$ cat config.mk
export PLATFORM = sky130hd
export DESIGN_NAME = key_debounce
export DESIGN_NICKNAME = d
export VERILOG_FILES = /design/src/rtl/key_debounce.sv
export SDC_FILE = /design/constraint.sdc
export NUM_CORES = 1
export LEC_CHECK = 0
export BUFFER_PORTS_ARGS = -buffer_cell sky130_fd_sc_hd__buf_2
export CAP_MARGIN = 20
export CORE_MARGIN = 4
export CORE_UTILIZATION = 59
export DETAILED_ROUTE_END_ITERATION = 12
export MAX_ROUTING_LAYER = met4
export PLACE_DENSITY = 0.79
export SETUP_SLACK_MARGIN = 0.15
export SYNTH_ARGS = -nofsm -noshare
export SYNTH_HDL_FRONTEND = slang
export SYNTH_SLANG_ARGS = --single-unit
$ cat constraint.sdc
create_clock -name clk -period 5.7 [get_ports clk]
set_input_delay 0.285 -clock clk [delete_from_list [all_inputs] [get_ports clk]]
set_output_delay 0.285 -clock clk [all_outputs]
set_load 0.01 [all_outputs]
$ cat src/rtl/key_debounce.sv
// key_debounce
//   Per-bit debouncer and press-event latch for the active-low front-panel
//   buttons. Each raw pin is brought into the clk domain through two flops,
//   and a new level is accepted only after it has been seen for DEBOUNCE
//   consecutive cycles. Accepted edges produce one-cycle press/release
//   pulses, and a sticky press flag that the host clears with clr_i.
//
// Ports
//   clk        system clock, rising edge
//   reset      synchronous active-high reset
//   raw_i      raw button pins (asynchronous, 0 = pressed)
//   clr_i      one-cycle clear mask for event_o
//   state_o    debounced level (0 = pressed)
//   press_o    one-cycle pulse on debounced 1->0
//   release_o  one-cycle pulse on debounced 0->1
//   event_o    sticky press flags
//   all_rel_o  1 when no button is pressed
module key_debounce #(
  parameter int WIDTH    = 13,
  parameter int DEBOUNCE = 50000,
  parameter int CNT_W    = 20
) (
  input  logic             clk,
  input  logic             reset,
  input  logic [WIDTH-1:0] raw_i,
  input  logic [WIDTH-1:0] clr_i,
  output logic [WIDTH-1:0] state_o,
  output logic [WIDTH-1:0] press_o,
  output logic [WIDTH-1:0] release_o,
  output logic [WIDTH-1:0] event_o,
  output logic             all_rel_o
);

  localparam logic [CNT_W-1:0] CNT_MAX = CNT_W'(DEBOUNCE - 1);

  logic [WIDTH-1:0] s1_q, s2_q;
  logic [WIDTH-1:0] state_q, state_d;
  logic [WIDTH-1:0] press_q, press_d;
  logic [WIDTH-1:0] release_q, release_d;
  logic [WIDTH-1:0] event_q, event_d;
  logic             all_rel_q, all_rel_d;
  logic [CNT_W-1:0] cnt_q [WIDTH];
  logic [CNT_W-1:0] cnt_d [WIDTH];

  always_comb begin
    state_d = state_q;
    for (int i = 0; i < WIDTH; i++) begin
      cnt_d[i] = '0;
      // Any sample matching the accepted level restarts the stability run.
      if (s2_q[i] != state_q[i]) begin
        if (cnt_q[i] == CNT_MAX) begin
          state_d[i] = s2_q[i];
        end else begin
          cnt_d[i] = cnt_q[i] + CNT_W'(1);
        end
      end
    end
    press_d   = state_q & ~state_d;
    release_d = ~state_q & state_d;
    // A press on the same cycle as a clear keeps the flag set.
    event_d   = press_d | (event_q & ~clr_i);
    all_rel_d = &state_d;
  end

  always_ff @(posedge clk) begin
    if (reset) begin
      s1_q      <= '1;
      s2_q      <= '1;
      state_q   <= '1;
      press_q   <= '0;
      release_q <= '0;
      event_q   <= '0;
      all_rel_q <= 1'b1;
      for (int i = 0; i < WIDTH; i++) cnt_q[i] <= '0;
    end else begin
      s1_q      <= raw_i;
      s2_q      <= s1_q;
      state_q   <= state_d;
      press_q   <= press_d;
      release_q <= release_d;
      event_q   <= event_d;
      all_rel_q <= all_rel_d;
      for (int i = 0; i < WIDTH; i++) cnt_q[i] <= cnt_d[i];
    end
  end

  assign state_o   = state_q;
  assign press_o   = press_q;
  assign release_o = release_q;
  assign event_o   = event_q;
  assign all_rel_o = all_rel_q;

endmodule

; ---- Yosys cells after proc, flatten, opt, wreduce, memory -nomap -nowiden
; Memory sizes are Yosys's and may differ from the RTL's.
; Cells that the tools add are included.
[totals]
output_inout_bits = 53
mem_bits_rw = 260
n_memories = 1
inputBits = 28
wordCells = 136
regBits = 79
[classes]
reduce_logical = 1
bitwise = 20
muxes = 68
eq_ne = 26
n_addsub = 13
[memory_table]
columns = memory, depth, width, read_ports, rd_ports_with_merged_regs, write_ports, line
row1 = cnt_q, 13, 20, 13, 0, 13, 42  ; logic [CNT_W-1:0] cnt_q [WIDTH];
[ops]
columns = cell, count
row1 = $mux 20, 39
row2 = $add 20x1->20 const B, 13
row3 = $eq 20x16->1 const B, 13
row4 = $and 13x13->13, 3
row5 = $not 13->13, 3
row6 = $mux 1, 29
row7 = $ne 1x1->1, 13
row8 = $or 1x1->1, 13
row9 = $or 13x13->13, 1
row10 = $reduce_and 13->1, 1

; ---- Depth between registers and ports, before layout
; Gate-level depths: netlist (run 1).
[logic_depth]
word_depth = 6
mapped_depth = 8
depth_no_buf = 7

; ---- Worst setup path before layout (run 1)
; OpenSTA, ideal clock, no wires.
[synth_timing]
path_kind = reg2reg
startpoint = memory cnt_q[3][16] (netlist: cnt_q[0][76])
endpoint = register all_rel_q (netlist: all_rel_o)
setup_time_ps = 59
n_path_buf = 0
path_stages_with_launch = 7
required_time_ps = 5641
t_arrival_ps = 1855
slack_ps = 3785
path_cell_list = dfxtp_1 > or4b_1 > nor4b_2 > nand4_2 > mux2i_1 > nor4_1 > a41o_1
[synth_lines]
columns = element, line
row1 = from (decl), 42
row2 = to (signal assigned), 82  ; all_rel_q <= all_rel_d;
row3 = to (decl), 41  ; logic all_rel_q, all_rel_d;

==> results of run 1 <==
==> logic make-up (layout without fill, tap and decap cells) <==
logic type	Yosys count	after routing	synth area share [%]
and+or+nand+nor	797	797	29.7
DFF	339	339	50.0
xor gates and xnor gates	245	245	15.8
buffers and inverters	44	171	1.44
AOI/OAI and AO/OA	18	18	0.921
adders and majority gates	13	13	1.20
muxes	13	13	0.958
==> state kept, by name, indices dropped and copies added (netlist names) <==
name and cells:
event_o 13, press_o 13, all_rel_o 1, cnt_q 260, release_o 13, s1_q 13
state_o 13, s2_q 13
==> how the worst min path moves through the flow <==
stage / cells after the start / endpoint
2_1_floorplan: 1 / s1_q[0]
3_3_place_gp: 1 / s2_q[6]
3_5_place_dp: 1 / s2_q[9]
4_1_cts: 3 / event_o[12]
5_1_grt: 3 / event_o[12]
6_report: 3 / event_o[12]
==> per-stage QoR <==
step                instance area, µm²  hold WS (ps)  utilization [%]  instances  setup slack, ps
floorplan                        13600           389                -       1469             3790
finish                           15500          52.0             68.6       1881             3490
detailed placement               14200           393             62.7       1805             3500
CTS                              15500          43.5             68.6       1881             3460
global placement                 14200           391             62.7       1805             3520
global route                     15500          64.4             68.6       1881             3280
==> worst register-to-register path: stages, from the launching register on <==
cell	delay, ps
dfxtp_1	340
or4_1	530
nor4_1	410
mux2i_1	410
nor3_1	140
a41o_1	270
==> power groups by stage <==
stage	Clock, W	Sequential [W]	Combinational [W]
after detailed placement	0	0.00244	0.0000519
after CTS	0.00234	0.00239	0.0000590
final	0.00229	0.00239	0.0000582
after floorplan	0	0.00244	0.0000366
after global placement	0	0.00244	0.0000509
after global routing	0.00244	0.00239	0.0000656
==> cells in the final DEF, fill, tap and decap left out, types with 37 or more instances in the layout <==
master       n
dfxtp_1    339
nand4_1     52
xor2_1     128
xnor2_1    117
and3_1      45
buf_2       79
clkbuf_16   37
nand2_1     88
nand3_1     93
nor2_1     332
==> timing repair <==
item                                    4_1_cts  5_1_grt
hold endpoints to repair                     13        0
hold buffers                                 13        0
buffers inserted                              0        0
endpoints found under the setup margin        0        0
==> metal layers <==
layer / share of wire (%) / track usage, % / vias to the layer above / routed length [µm]
met4: 2.1 / 6.19 / 0 / 538
met3: 3.3 / 3.12 / 40 / 821
met5: 0 / - / - / 0
li1: - / - / 5169 / -
met1: 47 / 25.3 / 4701 / 11800
met2: 47 / 33.2 / 133 / 11900
==> layout make-up <==
class	count	area [µm²]
inverters	15	56.3
repair buffers	93	533
clock inverters	14	120
well taps	285	357
multi-input cells	1086	6600
flip-flops and latches	339	6790
clock buffers	49	1070
fillers	1810	7120
==> results.sh, run 1 <==
export IMPL_antennaDiodeCount=0
export IMPL_yosys_top_cells_count="dfxtp_1, nor2_1, xor2_1"
export IMPL_setup_viol=0
export IMPL_seq_area_frac_synth_pct=50.0
export IMPL_worstMarginPinSlew_ps=897
export IMPL_root_buffer="clkbuf_16"
export IMPL_vias=10000
export IMPL_reg2regPathDepth=5
export IMPL_cts_max_path_buffers=3
export IMPL_p_seq_share_pct=50.4
export IMPL_fmax_mhz=452
export IMPL_max_slew_margin_pct=39.7
export IMPL_start_kind="flop"
export IMPL_post_cts_resized=0
export IMPL_ys_seq_elements=339
export IMPL_max_stage_delay_ps=530
export IMPL_yosysTopAreaCellShare_pct=50.0
export IMPL_grt_max_degree=93
export IMPL_r2r_start="cnt_q[0][18]"
export IMPL_hold_class="in2reg"
export IMPL_cp_endpoint="all_rel_o"
export IMPL_nets=1611
export IMPL_core_um2=22600
export IMPL_yosysTopAreaCell="dfxtp_1"
export IMPL_crit_arrival_ps=2610
export IMPL_cts_made_buffers=35
export IMPL_rsz0062_at_grt="no"
export IMPL_power_density_nw_per_um2=305
export IMPL_fin_crit_sh_pct=38.8
export IMPL_ir_worst_vdd_mv=0.215
export IMPL_ys_types=43
export IMPL_final_max_slew_viol_count=0
export IMPL_wl_per_cell_um=13.4
export IMPL_power_frac_comb_pct=1.2
export IMPL_post_route_min_period_ps=2210
export IMPL_synth_area_per_cell_um2=9.24
export IMPL_areaGrowthSynthToFinish_pct=14.3
export IMPL_switching_power_w=0.000931
export IMPL_grt_pass1_wl_um=43400
export IMPL_dieArea_um2=25500
export IMPL_grt_pass1_vias=9734
export IMPL_firstDrtPassIters=5
export IMPL_clk_pin_slew_ps=60
export IMPL_synth_area_um2=13600
export IMPL_synth_edff_count=0
export IMPL_crit_type="reg2reg"
export IMPL_die_w_um=160
export IMPL_finalHoldViolations=0
export IMPL_cap_violations=0
export IMPL_min_from="clr_i[12]"
export IMPL_cpMaxStageDelayCell="or4_1"
export IMPL_antenna_found_initial=0
export IMPL_ys_warn_count=0
export IMPL_crit_start="cnt_q[0][18]"
export IMPL_synth_nets=1510
export IMPL_ant_nets=0
export IMPL_ios=81
export IMPL_regToRegSetupSlack_ps=3490
export IMPL_clock_skew_ps=11.7
export IMPL_cts_tree="done"
export IMPL_rows=55
export IMPL_drt_total_wl_um=25100
export IMPL_drtIter0Drc=486
export IMPL_synthArstFlopShare_pct=0
export IMPL_p_total_w=0.00474
export IMPL_worst_path_max_fanout=4
export IMPL_p_leak_nw=5.62
export IMPL_port_buffers=80
export IMPL_worstPathRequired_ps=6100
export IMPL_cts_sinks=339
export IMPL_grt_ovfl_total=0
export IMPL_routabilityCongestion=0.865
export IMPL_status="finished clean"
export IMPL_crit_family="simple AND/OR/NAND/NOR gates"
export IMPL_grt_total_usage_pct=20.0
export IMPL_reg2reg_to="all_rel_o"
export IMPL_crit_chain="or4_1, nor4_1, mux2i_1, nor3_1, a41o_1"
export IMPL_drc_errors=0
export IMPL_initial_core_util_pct=60.0
export IMPL_fin_setup_tns_ps=0
export IMPL_cellInternalPower_w=0.00381
export IMPL_via_per_inst=5.34
export IMPL_critPathBufInv=0
export IMPL_p_clk_share_pct=48.4
export IMPL_cts_max_level=2
export IMPL_cp_depth=5
export IMPL_postSynthCellCount=1469
export IMPL_clk_latency_ps=510
export IMPL_synthTopCellsByArea="dfxtp_1, nor2_1, xor2_1"
export IMPL_drive_above_1_share_pct=11.2
export IMPL_die_h_um=160
export IMPL_ys_flop_type="dfxtp_1"
export IMPL_synthMostInstantiatedCell="dfxtp_1"
export IMPL_dp_hpwl_um=17000
export IMPL_crit_path_end_kind="flop"
export IMPL_sw_frac_of_total_pct=19.6
(Power assumes the default switching activity.)
==> inputs of run 2 (changes only) <==
CORE_UTILIZATION = 55   (was 59)
PLACE_DENSITY = 0.77   (was 0.79)
clock period = 1.97 ns   (was 5.7 ns; I/O delays follow)
==> run 2 against run 1 <==
Against the previous run:
- the run now ends with negative setup slack left
- register-to-register slack worse by 3500 ps
- first-iteration DRC count is 22% higher
- combinational power grew to 4.9 times the previous value
- critical path depth is 1 higher
- die area is 6.9% higher
- core utilization is 4.5 points higher
- sequential share of layout area is 5.4 points lower
- hold slack better by 28 ps
- largest cell class is now multi-input gates
==> results.sh, run 2 (same netlist as run 1, synthesis figures left out) <==
export IMPL_antennaDiodeCount=0
export IMPL_cellInternalPower_w=0.0107
export IMPL_firstDrtPassIters=5
export IMPL_crit_path_end_kind="flop"
export IMPL_dieArea_um2=27300
export IMPL_post_route_min_period_ps=2020
export IMPL_nets=1741
export IMPL_worst_path_max_fanout=3
export IMPL_grt_ovfl_total=0
export IMPL_crit_arrival_ps=2440
export IMPL_clock_skew_ps=22.2
export IMPL_whs_ps=80.3
export IMPL_final_max_slew_viol_count=0
export IMPL_start_kind="flop"
export IMPL_port_buffers=80
export IMPL_mostFrequentLayoutCell="dfxtp_1"
export IMPL_hold_class="in2reg"
export IMPL_rsz0062_at_grt="yes"
export IMPL_p_leak_nw=6.41
export IMPL_routabilityCongestion=0.860
export IMPL_antenna_found_initial=0
export IMPL_failed_checks="negative setup slack"
export IMPL_initial_core_util_pct=55.8
export IMPL_rows=57
export IMPL_max_slew_margin_pct=66.3
export IMPL_status="finished with violations"
export IMPL_setup_viol=1
export IMPL_wl_per_cell_um=15.6
export IMPL_power_frac_comb_pct=2.1
export IMPL_die_h_um=165
export IMPL_p_seq_share_pct=50.9
export IMPL_die_w_um=165
export IMPL_ios=81
export IMPL_worstPathRequired_ps=2400
export IMPL_grt_pass1_wl_um=46600
export IMPL_drtIter0Drc=591
export IMPL_fillers=1585
export IMPL_final_cell_mix="dfxtp_1, nor2_1, xor2_1, xnor2_1"
export IMPL_cts_tree="done"
export IMPL_ant_nets=0
export IMPL_clk_pin_slew_ps=60
export IMPL_cts_made_buffers=36
export IMPL_dp_hpwl_um=18800
export IMPL_regMostFlops="cnt_q"
export IMPL_cts_sinks=339
export IMPL_vias=11000
export IMPL_grt_pass1_vias=10100
export IMPL_grt_total_usage_pct=20.9
export IMPL_cts_max_level=2
export IMPL_cts_max_path_buffers=3
export IMPL_grt_max_degree=40
export IMPL_register_area_um2=6810
export IMPL_root_buffer="clkbuf_16"
export IMPL_fin_crit_sh_pct=102
export IMPL_setup_ws_ps=-45.3
export IMPL_areaGrowthSynthToFinish_pct=30.8
export IMPL_drc_errors=0
export IMPL_core_um2=24300
export IMPL_finalHoldViolations=0
export IMPL_clk_latency_ps=530
export IMPL_multi_input_area_um2=7550
export IMPL_power_density_nw_per_um2=765
export IMPL_drive_above_1_share_pct=25.2
export IMPL_crit_type="reg2reg"
export IMPL_drt_total_wl_um=32000
export IMPL_cap_violations=0
export IMPL_fmax_mhz=496
export IMPL_sw_frac_of_total_pct=21.1
export IMPL_worstMarginPinSlew_ps=499
export IMPL_p_total_w=0.0136
export IMPL_switching_power_w=0.00286
export IMPL_ir_worst_vdd_mv=0.785
export IMPL_via_per_inst=5.35
export IMPL_p_clk_share_pct=47.0
export IMPL_largest_reg_flops=260
## run 2: changes by cell type in the layout (fill, tap and decap cells not counted), sizes merged
cell | previous run | this run
clkinv | 12 | 7
bufinv | 2 | 0
buf | 80 | 189
dlygate4sd3 | 13 | 26
clkbuf | 49 | 60
clkinvlp | 0 | 1
inv | 15 | 17
## run 2: cell type report
cell class / count / area share [%]
Clock inverter: 10 / 0.338
Timing Repair Buffer: 222 / 10.3
Multi-Input combinational cell: 1086 / 42.5
Sequential cell: 339 / 38.3
Tap cell: 324 / 2.28
Clock buffer: 53 / 5.89
Inverter: 15 / 0.317
## run 2: path summary, 6_finish.rpt
| check | depth (start not counted) | slack, ps | startpoint | end |
|---|---|---|---|---|
| setup / recovery | 6 | -50 | cnt_q[0][138] | all_rel_o |
| hold reg to reg | 1 | 410 | s1_q[12] | s2_q[12] |
| setup reg to reg | 6 | -50 | cnt_q[0][138] | all_rel_o |
| hold / removal | 2 | 80 | reset | state_o[10] |
## run 2: through the flow
stage | setup slack (ps) | util, % | cell area [µm²] | std cells | TNS [ps]
after floorplan | 113 | - | 13600 | 1469 | 0
after global placement | -26.0 | 61.9 | 15100 | 1936 | -26.0
after detailed placement | -42.5 | 61.9 | 15100 | 1936 | -42.5
after CTS | -31.3 | 68.3 | 16600 | 2028 | -31.3
after global routing | -108 | 73.0 | 17800 | 2049 | -859
final | -45.3 | 73.0 | 17800 | 2049 | -45.3
## run 2: power groups by stage
stage,Clock [W],Sequential (W),Combinational [W]
after global placement,0,0.00706,0.000182
after floorplan,0,0.00705,0.000106
final,0.00638,0.00691,0.000287
after CTS,0.00646,0.00691,0.000232
after global routing,0.00676,0.00691,0.000309
after detailed placement,0,0.00706,0.000186
## run 2: timing repair
item,in CTS,in global routing
hold endpoints to repair,26,0
gates cloned,1,10
setup endpoints to repair,59,235
gates resized for setup,40,207
hold buffers,26,0
setup buffers,2,11
pin swaps,7,53
## run 2: worst max-delay path: stages (launching register included)
cell	delay (ps)
dfxtp_1	360
or4b_4	510
nor4_2	150
nand4_1	210
mux2i_2	300
nor2_1	130
a41o_1	240
## run 2: metal layers
| metal | share of wire, % | up-vias | GRT usage, % | wire length (µm) |
|---|---|---|---|---|
| met5 | 0 | - | - | 0 |
| met4 | 3.0 | 0 | 6.31 | 949 |
| met1 | 42 | 5240 | 26.3 | 13500 |
| met3 | 3.8 | 87 | 3.40 | 1210 |
| met2 | 51 | 204 | 34.9 | 16300 |
| li1 | - | 5432 | - | - |
